===== src/rtl/wb_cmd_master.sv =====
// wb_cmd_master: turns one command handshake into one Wishbone classic
// read or write cycle and returns the result on a response handshake.
// Single outstanding command, no pipelining; an optional timeout releases
// the bus when the addressed responder never acknowledges.
module wb_cmd_master #(
  parameter int ADDRWIDTH      = 7,
  parameter int DATAWIDTH      = 32,
  parameter int TIMEOUT_CYCLES = 16
) (
  input  logic                 WBs_CLK_i,
  input  logic                 WBs_RST_i,
  // command side
  input  logic                 cmd_valid_i,
  output logic                 cmd_ready_o,
  input  logic                 cmd_we_i,
  input  logic [ADDRWIDTH-1:0] cmd_adr_i,
  input  logic [DATAWIDTH-1:0] cmd_dat_i,
  input  logic [3:0]           cmd_byte_stb_i,
  // response side
  output logic                 rsp_valid_o,
  input  logic                 rsp_ready_i,
  output logic [DATAWIDTH-1:0] rsp_dat_o,
  output logic                 rsp_err_o,
  // Wishbone initiator
  output logic [ADDRWIDTH-1:0] WBm_ADR_o,
  output logic [DATAWIDTH-1:0] WBm_DAT_o,
  output logic [3:0]           WBm_BYTE_STB_o,
  output logic                 WBm_CYC_o,
  output logic                 WBm_STB_o,
  output logic                 WBm_WE_o,
  input  logic [DATAWIDTH-1:0] WBm_DAT_i,
  input  logic                 WBm_ACK_i
);

  // Counter is at least one bit wide so a disabled timeout still elaborates.
  localparam int CNT_W = (TIMEOUT_CYCLES > 0) ? $clog2(TIMEOUT_CYCLES + 1) : 1;
  localparam logic [CNT_W-1:0] CNT_LIMIT =
    (TIMEOUT_CYCLES > 0) ? CNT_W'(TIMEOUT_CYCLES - 1) : '0;
  localparam logic [CNT_W-1:0] CNT_MAX = '1;

  typedef enum logic [1:0] {
    IDLE = 2'd0,
    BUS  = 2'd1,
    RESP = 2'd2
  } state_t;

  state_t                 state_q, state_d;
  logic [ADDRWIDTH-1:0]   adr_q, adr_d;
  logic [DATAWIDTH-1:0]   dat_q, dat_d;
  logic [3:0]             bstb_q, bstb_d;
  logic                   we_q, we_d;
  logic                   cyc_q, cyc_d;
  logic [DATAWIDTH-1:0]   rsp_dat_q, rsp_dat_d;
  logic                   rsp_err_q, rsp_err_d;
  logic [CNT_W-1:0]       cnt_q, cnt_d;

  // Next-state and next-output decode; every output is taken from a flop.
  always_comb begin
    state_d   = state_q;
    adr_d     = adr_q;
    dat_d     = dat_q;
    bstb_d    = bstb_q;
    we_d      = we_q;
    cyc_d     = cyc_q;
    rsp_dat_d = rsp_dat_q;
    rsp_err_d = rsp_err_q;
    cnt_d     = cnt_q;
    case (state_q)
      IDLE: begin
        if (cmd_valid_i) begin
          adr_d   = cmd_adr_i;
          dat_d   = cmd_dat_i;
          bstb_d  = cmd_byte_stb_i;
          we_d    = cmd_we_i;
          cyc_d   = 1'b1;
          cnt_d   = '0;
          state_d = BUS;
        end
      end
      BUS: begin
        // ACK wins over a timeout that expires in the same cycle.
        if (WBm_ACK_i) begin
          cyc_d     = 1'b0;
          we_d      = 1'b0;
          rsp_dat_d = we_q ? '0 : WBm_DAT_i;
          rsp_err_d = 1'b0;
          state_d   = RESP;
        end else if ((TIMEOUT_CYCLES != 0) && (cnt_q == CNT_LIMIT)) begin
          cyc_d     = 1'b0;
          we_d      = 1'b0;
          rsp_dat_d = '0;
          rsp_err_d = 1'b1;
          state_d   = RESP;
        end else if (cnt_q != CNT_MAX) begin
          // Saturate rather than wrap when the timeout is disabled.
          cnt_d = cnt_q + CNT_W'(1);
        end
      end
      RESP: begin
        if (rsp_ready_i) begin
          state_d = IDLE;
        end
      end
      default: begin
        state_d = IDLE;
        cyc_d   = 1'b0;
        we_d    = 1'b0;
      end
    endcase
  end

  // State and output registers; reset clears everything, even mid-cycle.
  always_ff @(posedge WBs_CLK_i or posedge WBs_RST_i) begin
    if (WBs_RST_i) begin
      state_q   <= IDLE;
      adr_q     <= '0;
      dat_q     <= '0;
      bstb_q    <= '0;
      we_q      <= 1'b0;
      cyc_q     <= 1'b0;
      rsp_dat_q <= '0;
      rsp_err_q <= 1'b0;
      cnt_q     <= '0;
    end else begin
      state_q   <= state_d;
      adr_q     <= adr_d;
      dat_q     <= dat_d;
      bstb_q    <= bstb_d;
      we_q      <= we_d;
      cyc_q     <= cyc_d;
      rsp_dat_q <= rsp_dat_d;
      rsp_err_q <= rsp_err_d;
      cnt_q     <= cnt_d;
    end
  end

  // Handshake flags decode straight from the state register.
  assign cmd_ready_o    = (state_q == IDLE);
  assign rsp_valid_o    = (state_q == RESP);
  assign rsp_dat_o      = rsp_dat_q;
  assign rsp_err_o      = rsp_err_q;
  assign WBm_ADR_o      = adr_q;
  assign WBm_DAT_o      = dat_q;
  assign WBm_BYTE_STB_o = bstb_q;
  assign WBm_CYC_o      = cyc_q;
  assign WBm_STB_o      = cyc_q;
  assign WBm_WE_o       = we_q;

endmodule


===== config.mk =====
export PLATFORM = sky130hd
export DESIGN_NAME = wb_cmd_master
export DESIGN_NICKNAME = d
export VERILOG_FILES = /design/src/rtl/wb_cmd_master.sv
export SDC_FILE = /design/constraint.sdc
export NUM_CORES = 1
export LEC_CHECK = 0
export ABC_AREA = 1
export CAP_MARGIN = 25
export CELL_PAD_IN_SITES_DETAIL_PLACEMENT = 2
export CELL_PAD_IN_SITES_GLOBAL_PLACEMENT = 2
export CORE_MARGIN = 2
export CORE_UTILIZATION = 25
export CTS_CLUSTER_SIZE = 28
export DETAILED_ROUTE_END_ITERATION = 8
export GPL_ROUTABILITY_DRIVEN = 0
export PLACE_DENSITY = 0.87
export SLEW_MARGIN = 15
export SYNTH_ARGS = -nofsm -noshare
export SYNTH_HDL_FRONTEND = slang
export SYNTH_SLANG_ARGS = --single-unit

===== constraint.sdc =====
create_clock -name WBs_CLK_i -period 4.23 [get_ports WBs_CLK_i]
set_clock_uncertainty 0.1 [all_clocks]
set_input_delay 0.846 -clock WBs_CLK_i [delete_from_list [all_inputs] [get_ports WBs_CLK_i]]
set_output_delay 0.846 -clock WBs_CLK_i [all_outputs]
set_load 0.03 [all_outputs]

# Word level (Yosys, flattened, before mapping)
# Index checks and enable logic that the tools add are counted.
# word_totals
reg_bits,85
input_bits,81
output_inout_bits,81
elab_cells,50
# op_classes
n_addsub,1
eq_ne,10
mux,21
n_bitwise,1
n_reduce_logical,8
# ops
operator,n
32-bit 2-to-1 mux,3
5-bit 2-to-1 mux,4
5-bit case mux with 2 select lines,1
2-bit 2-to-1 mux,4
2-bit inequality test (second input constant),4
1-bit 2-to-1 mux,6
1-bit case mux with 3 select lines,2
2-bit case mux with 3 select lines,1
3-bit AND reduction,2
5-bit by 1-bit adder with 5-bit output (second input constant),1
5-bit by 4-bit equality test with 1-bit output (second input constant),1
5-bit inequality test (second input constant),1
5-bit AND reduction,1
2-bit AND reduction,2
2-bit nonzero test,2
3-bit inequality test (second input constant),1
2-bit by 1-bit equality test with 1-bit output (second input constant),1
2-bit equality test (second input constant),1
2-bit logical NOT,1
2-bit by 1-bit inequality test with 1-bit output (second input constant),1
1-bit NOT,1

# Logic depth before layout (Yosys ltp)
# Gate-level depths: netlist (run 1).
# depth
ltp_word,5
mapped_depth,10

# Worst setup path after synthesis (run 1)
# No wires, ideal clock.
# synth_path
path_type,register -> output
startpoint,register state_q[1]
endpoint,output port cmd_ready_o
t_arrival_ps,956
required_time_ps,3284
slack_ps,2328
path_stages_with_launch,4
path_buffers,2
path_cell_list,dfrtp_1 nor2_1 buf_2 buf_2
# synth_between
elab_chain_cells,1
# synth_lines
item,line_no,text
"start, declared",47,"state_t state_q, state_d;"
"start signal, assigned",125,state_q <= state_d;
2-bit logical NOT,138,assign cmd_ready_o = (state_q == IDLE);
"end, declared",14,"output logic cmd_ready_o,"
# Every way passes these cells.

# Final worst setup path (run 1)
# layout_path
startpoint,register state_q[0]
endpoint,output port rsp_valid_o
# layout_between
elab_chain_cells,1
# layout_lines
item,line_no,text
2-bit equality test,139,assign rsp_valid_o = (state_q == RESP);
"end, declared",20,"output logic rsp_valid_o,"
# Every way passes these cells.

==> flow_summary_export.csv, run 1 <==
group,metric,value,unit
global_routing,grt_max_degree,50,
hold_path,min_path_type,"reg -> reg",
final_layout,regArea,2130,um2
die,pin_count,162,
detailed_routing,drtPass1Iterations,4,
sta,setup_tns,0,ns
clocking,clk_pin_slew,0.06,ns
clocking,numCtsBuffers,9,
synth,netlist_instances,393,
place,dp.cells,714,
sta,report.final.slew_viol_count,0,
run,drv_cap,0,
place,io_buffers,161,
final_layout,final_nets,629,
sta,fin_crit,2.67,ns
synth,synth_top_family_by_area,"simple AND/OR/NAND/NOR gates",
critical_path,critPathArrivalTime,1.72,ns
detailed_routing,viasPerCell,4.50,
clocking,cts_hold_buf,0,
global_routing,overflow,0,
final_layout,multi_input_area,1200,um2
final_layout,diodes,0,
detailed_routing,routed_wl,12.2,mm
detailed_routing,vias,3286,
sta,max_freq,375,MHz
die,die_area,15000,um2
synth,synthMuxAreaShare,0,%
die,die_w,123,um
pwr,swShare,43.2,%
clocking,ctsRootBufferMaster,"clkbuf_16",
critical_path,path_class,"reg -> out",
sta,post-route-period-util,63.1,%
global_routing,grt_pass1_vias,3718,
outcome,status,"completed",
pwr,p_switching,1860,uW
critical_path,cp_max_fo,3,
global_routing,antenna_found_initial,0,
pwr,pwr-share-seq,31.1,%
pwr,p_int,2450,uW
sta,maxSlewHeadroom,37.2,%
die,fp.coreArea,13800,um2
synth,synth_adder_area_share,1.07,%
final_layout,areaGrowthSynthToFinish,58.4,%
final_layout,stdcell_count,730,
pwr,p_per_area,775,nW/um2
die,die_y,123,um
clocking,htreeDepth,3,
sta,worstMarginPinSlew,0.938,ns
synth,yosysSeqAreaShare,60.5,%
critical_path,slowest_delay,0.70,ns
synth,ys_seq_elements,85,
synth,synth_area,3520,um2
detailed_routing,drc,0,
synth,synth_compound_area_share,0.854,%
detailed_routing,avgRoutedWirePerCell,16.8,um
pwr,power.leakage,0.00268,uW
synth,ys_types,22,
synth,postSynthAreaPerCell,8.95,um2
final_layout,fillerInstances,1496,
sta,rsz0062_at_grt,"false",
synth,synth-simple-area-share,31.8,%
clocking,clock-sinks,85,
synth,ys_warn_count,0,
place,dpl_worst_slack,1.60,ns
global_routing,track_usage,17.0,%
die,initial_utilization,25.4,%
detailed_routing,drt.antenna.violating_nets,0,
critical_path,crit_slowest_cell,"clkdlybuf4s50_1",
detailed_routing,drt_iter0_markers,104,
critical_path,endpoint_kind,"output port",
die,core.rowCount,43,
sta,layout_setup_ws,1.56,ns
pwr,pwr-share-clk,20.0,%
synth,synthXorXnorAreaFrac,0,%
clocking,cts_buffer_depth,2,
sta,finalHoldViolCount,0,
sta,setup_viol,0,
synth,synth_nets,477,
critical_path,cp-start-kind,"register",
clocking,cts_setup_buffers,0,
global_routing,grt_pass1_wl,19.6,mm
critical_path,critical_path.cell_chain,"inv_2 > nand2_1 > inv_1 > clkdlybuf4s50_1",
pwr,combPwrFrac,48.9,%
final_layout,drive_gt1_share,6.00,%
critical_path,crit_required,3.28,ns
pwr,peakVddDrop,0.361,mV
clocking,post_cts_resized,0,
clocking,tritoncts,"done",
place,dp_hpwl,8.66,mm
clocking,clk_latency,0.34,ns
layer usage:
metal / GRT usage [%] / up-vias / part of all wire, %
met3: 7.53 / 10 / 11
met2: 28.4 / 133 / 47
met4: 5.17 / 0 / 1.1
met5: 0 / - / 0
li1: - / 1554 / -
met1: 19.6 / 1589 / 40
cells in the final DEF, fill, tap and decap left out:
master           Yosys  routed
nand4_1              1       1
a21oi_1              1       1
inv_1                9       8
buf_4                7       5
ha_1                 3       3
o21ai_1              2       2
buf_2               10       1
nand2_2              1       2
clkinv_2             0       3
bufinv_16            0       2
nor2_8               1       1
inv_2                2       2
nor2_4               1       2
clkinv_4             0       1
clkinvlp_4           0       1
nand2_1            169     168
clkbuf_16            0       9
clkdlybuf4s50_1      0     160
nor2_2               1       2
nand3_1             83      83
nor3_1               1       1
clkbuf_8             0       1
o21ai_0              3       3
nor2_1               4       2
inv_4                1       1
dfrtp_1             85      85
worst paths after layout:
kind / startpoint / end / slack [ns] / cells after the start
max: state_q[0]$_DFFE_PP0P_ / rsp_valid_o / 1.56 / 4
max in group asynchronous: WBs_RST_i / rsp_dat_o[22]$_DFFE_PP0P_ / 2.36 / 3
min: WBm_DAT_o[0]$_DFFE_PP0P_ / WBm_DAT_o[0]$_DFFE_PP0P_ / 0.37 / 2
min in group asynchronous: WBs_RST_i / WBm_BYTE_STB_o[3]$_DFFE_PP0P_ / 0.83 / 2
min reg2reg: WBm_DAT_o[0]$_DFFE_PP0P_ / WBm_DAT_o[0]$_DFFE_PP0P_ / 0.37 / 2
max reg2reg: state_q[1]$_DFFE_PP0P_ / cnt_q[4]$_DFFE_PP0P_ / 1.78 / 6
power groups by stage:
| stage | Sequential, uW | Clock [uW] | Combinational, uW |
|---|---|---|---|
| detailed placement | 1350 | 0 | 2140 |
| floorplan | 1910 | 0 | 638 |
| global placement | 1330 | 0 | 2070 |
| finish | 1340 | 864 | 2110 |
| global route | 1390 | 920 | 2300 |
| CTS | 1350 | 890 | 2150 |
cell type report:
class,count,share of cell area [%]
multi-input combinational,271,21.5
clock inverter,6,1.55
tap,180,4.04
timing repair buffer,166,29.5
clock buffer,10,4.29
inverter,12,0.876
sequential,85,38.2
worst max-delay path, delay by kind of cell (launching register included):
| family | cells | cell delay, ns |
|---|---|---|
| and+or+nand+nor | 1 | 0.09 |
| buffers and inverters | 3 | 0.87 |
| DFF | 1 | 0.43 |
cells by family (layout without fill, tap and decap cells):
group,after synthesis,after routing
adders and majority gates,3,3
AOI/OAI and AO/OA,6,6
buffers and inverters,37,194
and+or+nand+nor,262,262
DFF,85,85
metrics by stage:
step	utilization, %	total power [uW]	area (um2)	hold slack [ns]
after CTS	40.3	4390	5570	0.381
after global routing	40.3	4600	5570	0.402
after global placement	37.9	3400	5250	0.353
after floorplan	-	2550	3520	0.397
after detailed placement	37.9	3490	5250	0.363
final	40.3	4320	5570	0.375
cells in the mapped netlist:
cell type | n | area share (%)
nand2_1 | 169 | 18
dfrtp_1 | 85 | 60
nand3_1 | 83 | 12
buf_2 | 10 | 1.4
inv_1 | 9 | 0.96
buf_4 | 7 | 1.5
nor2_1 | 4 | 0.43
buf_1 | 3 | 0.32
buf_6 | 3 | 0.96
ha_1 | 3 | 1.1
o21ai_0 | 3 | 0.43
clkbuf_1 | 2 | 0.21
inv_2 | 2 | 0.21
o21ai_1 | 2 | 0.28
a21oi_1 | 1 | 0.14
inv_4 | 1 | 0.18
nand2_2 | 1 | 0.18
nand4_1 | 1 | 0.18
nor2_2 | 1 | 0.18
nor2_4 | 1 | 0.32
nor2_8 | 1 | 0.57
nor3_1 | 1 | 0.14
state kept, by name (all words and copies together) (netlist names):
register        flops
rsp_err_o           1
cnt_q               5
rsp_dat_o          32
state_q             2
WBm_WE_o            1
WBm_DAT_o          32
WBm_ADR_o           7
WBm_BYTE_STB_o      4
WBm_CYC_o           1
No activity file was read; power rests on OpenSTA's default activity.
==> run 2: changes to the inputs <==
--- a/config.mk
+++ b/config.mk
@@ -10,11 +10,11 @@
 export CELL_PAD_IN_SITES_DETAIL_PLACEMENT = 2
 export CELL_PAD_IN_SITES_GLOBAL_PLACEMENT = 2
 export CORE_MARGIN = 2
-export CORE_UTILIZATION = 25
+export CORE_UTILIZATION = 23
 export CTS_CLUSTER_SIZE = 28
 export DETAILED_ROUTE_END_ITERATION = 8
 export GPL_ROUTABILITY_DRIVEN = 0
-export PLACE_DENSITY = 0.87
+export PLACE_DENSITY = 0.81
 export SLEW_MARGIN = 15
 export SYNTH_ARGS = -nofsm -noshare
 export SYNTH_HDL_FRONTEND = slang
==> constraint.sdc (replaced) <==
create_clock -name WBs_CLK_i -period 2.6 [get_ports WBs_CLK_i]
set_clock_uncertainty 0.1 [all_clocks]
set_input_delay 0.52 -clock WBs_CLK_i [delete_from_list [all_inputs] [get_ports WBs_CLK_i]]
set_output_delay 0.52 -clock WBs_CLK_i [all_outputs]
set_load 0.03 [all_outputs]
==> flow_summary_export.csv, run 2 (synthesis gave the netlist of run 1 again) <==
group,metric,value,unit
critical_path,endpoint_kind,"output port",
critical_path,cp-start-kind,"register",
global_routing,grt_pass1_wl,19.7,mm
die,die_area,16300,um2
pwr,pwr-share-seq,31.6,%
final_layout,areaGrowthSynthToFinish,58.4,%
critical_path,rr_endpoint,"rsp_dat_o[9]$_DFFE_PP0P_",
clocking,clk_latency,0.33,ns
place,io_buffers,161,
sta,fin_crit,2.33,ns
pwr,power.leakage,0.00267,uW
run,drv_cap,0,
global_routing,antenna_found_initial,0,
detailed_routing,routed_wl,12.2,mm
final_layout,diodes,0,
clocking,ctsRootBufferMaster,"clkbuf_16",
clocking,cts_setup_buffers,0,
sta,maxSlewHeadroom,66.5,%
critical_path,rr_worst_depth,9,
critical_path,cp-endpoint,"rsp_valid_o",
die,initial_utilization,23.3,%
hold_path,min_path_type,"reg -> reg",
pwr,peakVddDrop,0.482,mV
critical_path,crit_required,1.98,ns
global_routing,grt_pass1_vias,3751,
clocking,tritoncts,"done",
global_routing,grt_max_degree,86,
clocking,htreeDepth,3,
critical_path,critPathArrivalTime,1.71,ns
die,fp.coreArea,15100,um2
clocking,post_cts_resized,0,
die,die_w,128,um
global_routing,track_usage,15.5,%
final_layout,drive_gt1_share,5.46,%
sta,report.final.slew_viol_count,0,
die,die_y,128,um
detailed_routing,drc,0,
place,dp_hpwl,8.70,mm
final_layout,final_common_cell,"nand2_1",
clocking,cts_buffer_depth,2,
sta,post-route-period-util,89.5,%
final_layout,final_nets,630,
sta,setup_tns,0,ns
clocking,cts_hold_buf,0,
pwr,pwr-share-clk,18.2,%
final_layout,final_cell_mix,"nand2_1 (168), clkdlybuf4s50_1 (160), dfrtp_1 (85), nand3_1 (83), clkbuf_16 (9)",
sta,worstMarginPinSlew,0.503,ns
global_routing,overflow,0,
detailed_routing,drt.antenna.violating_nets,0,
sta,rsz0062_at_grt,"false",
sta,setup_viol,0,
die,pin_count,162,
detailed_routing,avgRoutedWirePerCell,16.5,um
die,core.rowCount,45,
critical_path,cp_max_fo,3,
pwr,swShare,43.3,%
pwr,p_per_area,1240,nW/um2
detailed_routing,drt_iter0_markers,118,
sta,finalHoldViolCount,0,
critical_path,path_class,"reg -> out",
pwr,total_power,6890,uW
detailed_routing,vias,3331,
detailed_routing,viasPerCell,4.52,
pwr,combPwrFrac,50.2,%
clocking,clock-sinks,85,
pwr,p_switching,2980,uW
clocking,clk_pin_slew,0.06,ns
detailed_routing,drtPass1Iterations,6,
outcome,status,"completed",
sta,max_freq,430,MHz
critical_path,r2r_slack,0.52,ns
critical_path,cp-startpoint,"state_q[0]$_DFFE_PP0P_",
critical_path,r2r_start,"cnt_q[0]$_DFFE_PP0P_",
pwr,p_int,3910,uW
clocking,numCtsBuffers,9,
==> run 2: changes by cell type in the layout (fill, tap and decap cells not counted), sizes merged <==
cell / previous run / this run
bufinv: 2 / 1
clkinv: 4 / 1
clkbuf: 10 / 12
buf: 6 / 7
==> run 2: worst min-delay path by stage <==
stage          slack, ns                 startpoint                   endpoint  cells after the start
2_1_floorplan       0.40       cnt_q[3]$_DFFE_PP0P_       cnt_q[3]$_DFFE_PP0P_                      2
5_1_grt             0.40   WBm_ADR_o[0]$_DFFE_PP0P_   WBm_ADR_o[0]$_DFFE_PP0P_                      2
6_report            0.37   WBm_ADR_o[0]$_DFFE_PP0P_   WBm_ADR_o[0]$_DFFE_PP0P_                      2
3_3_place_gp        0.35  WBm_DAT_o[11]$_DFFE_PP0P_  WBm_DAT_o[11]$_DFFE_PP0P_                      2
4_1_cts             0.38   WBm_ADR_o[0]$_DFFE_PP0P_   WBm_ADR_o[0]$_DFFE_PP0P_                      2
3_5_place_dp        0.36   WBm_DAT_o[7]$_DFFE_PP0P_   WBm_DAT_o[7]$_DFFE_PP0P_                      2
==> run 2: worst max-delay path, stage by stage (launching register included) <==
cell             delay, ns
dfrtp_1               0.42
inv_2                 0.09
nand2_1               0.09
inv_1                 0.07
clkdlybuf4s50_1       0.70
==> run 2: power by group through the flow <==
stage	Clock (uW)	Sequential [uW]	Combinational (uW)
4_1_cts	1310	2190	3530
3_5_place_dp	0	2200	3520
2_1_floorplan	0	3110	1040
3_3_place_gp	0	2180	3400
6_report	1250	2180	3460
5_1_grt	1370	2260	3730
==> run 2: layout make-up <==
type                            count  area [um2]
Fill cell                        1674        9520
Tap cell                          188         235
Timing Repair Buffer              167        1680
Sequential cell                    85        2130
Inverter                           12        51.3
Clock buffer                       12         246
Clock inverter                      2        35.0
Multi-Input combinational cell    271        1200
==> run 2: metal layers <==
metal	vias to the layer above	routed length (um)	global-route usage, %
met3	13	992	5.34
met4	0	166	5.43
met1	1638	5190	18.1
met2	122	5820	26.6
met5	-	0	0
li1	1558	-	-
==> run 2: metrics by stage <==
| step | util [%] | worst slack, ns | std cells | cell area (um2) | hold slack [ns] |
|---|---|---|---|---|---|
| 2_1_floorplan | - | 0.866 | 393 | 3520 | 0.397 |
| 3_3_place_gp | 35.1 | 0.535 | 723 | 5290 | 0.354 |
| 3_5_place_dp | 35.1 | 0.498 | 723 | 5290 | 0.364 |
| 4_1_cts | 36.9 | 0.242 | 737 | 5570 | 0.382 |
| 5_1_grt | 36.9 | 0.196 | 737 | 5570 | 0.402 |
| 6_report | 36.9 | 0.273 | 737 | 5570 | 0.371 |
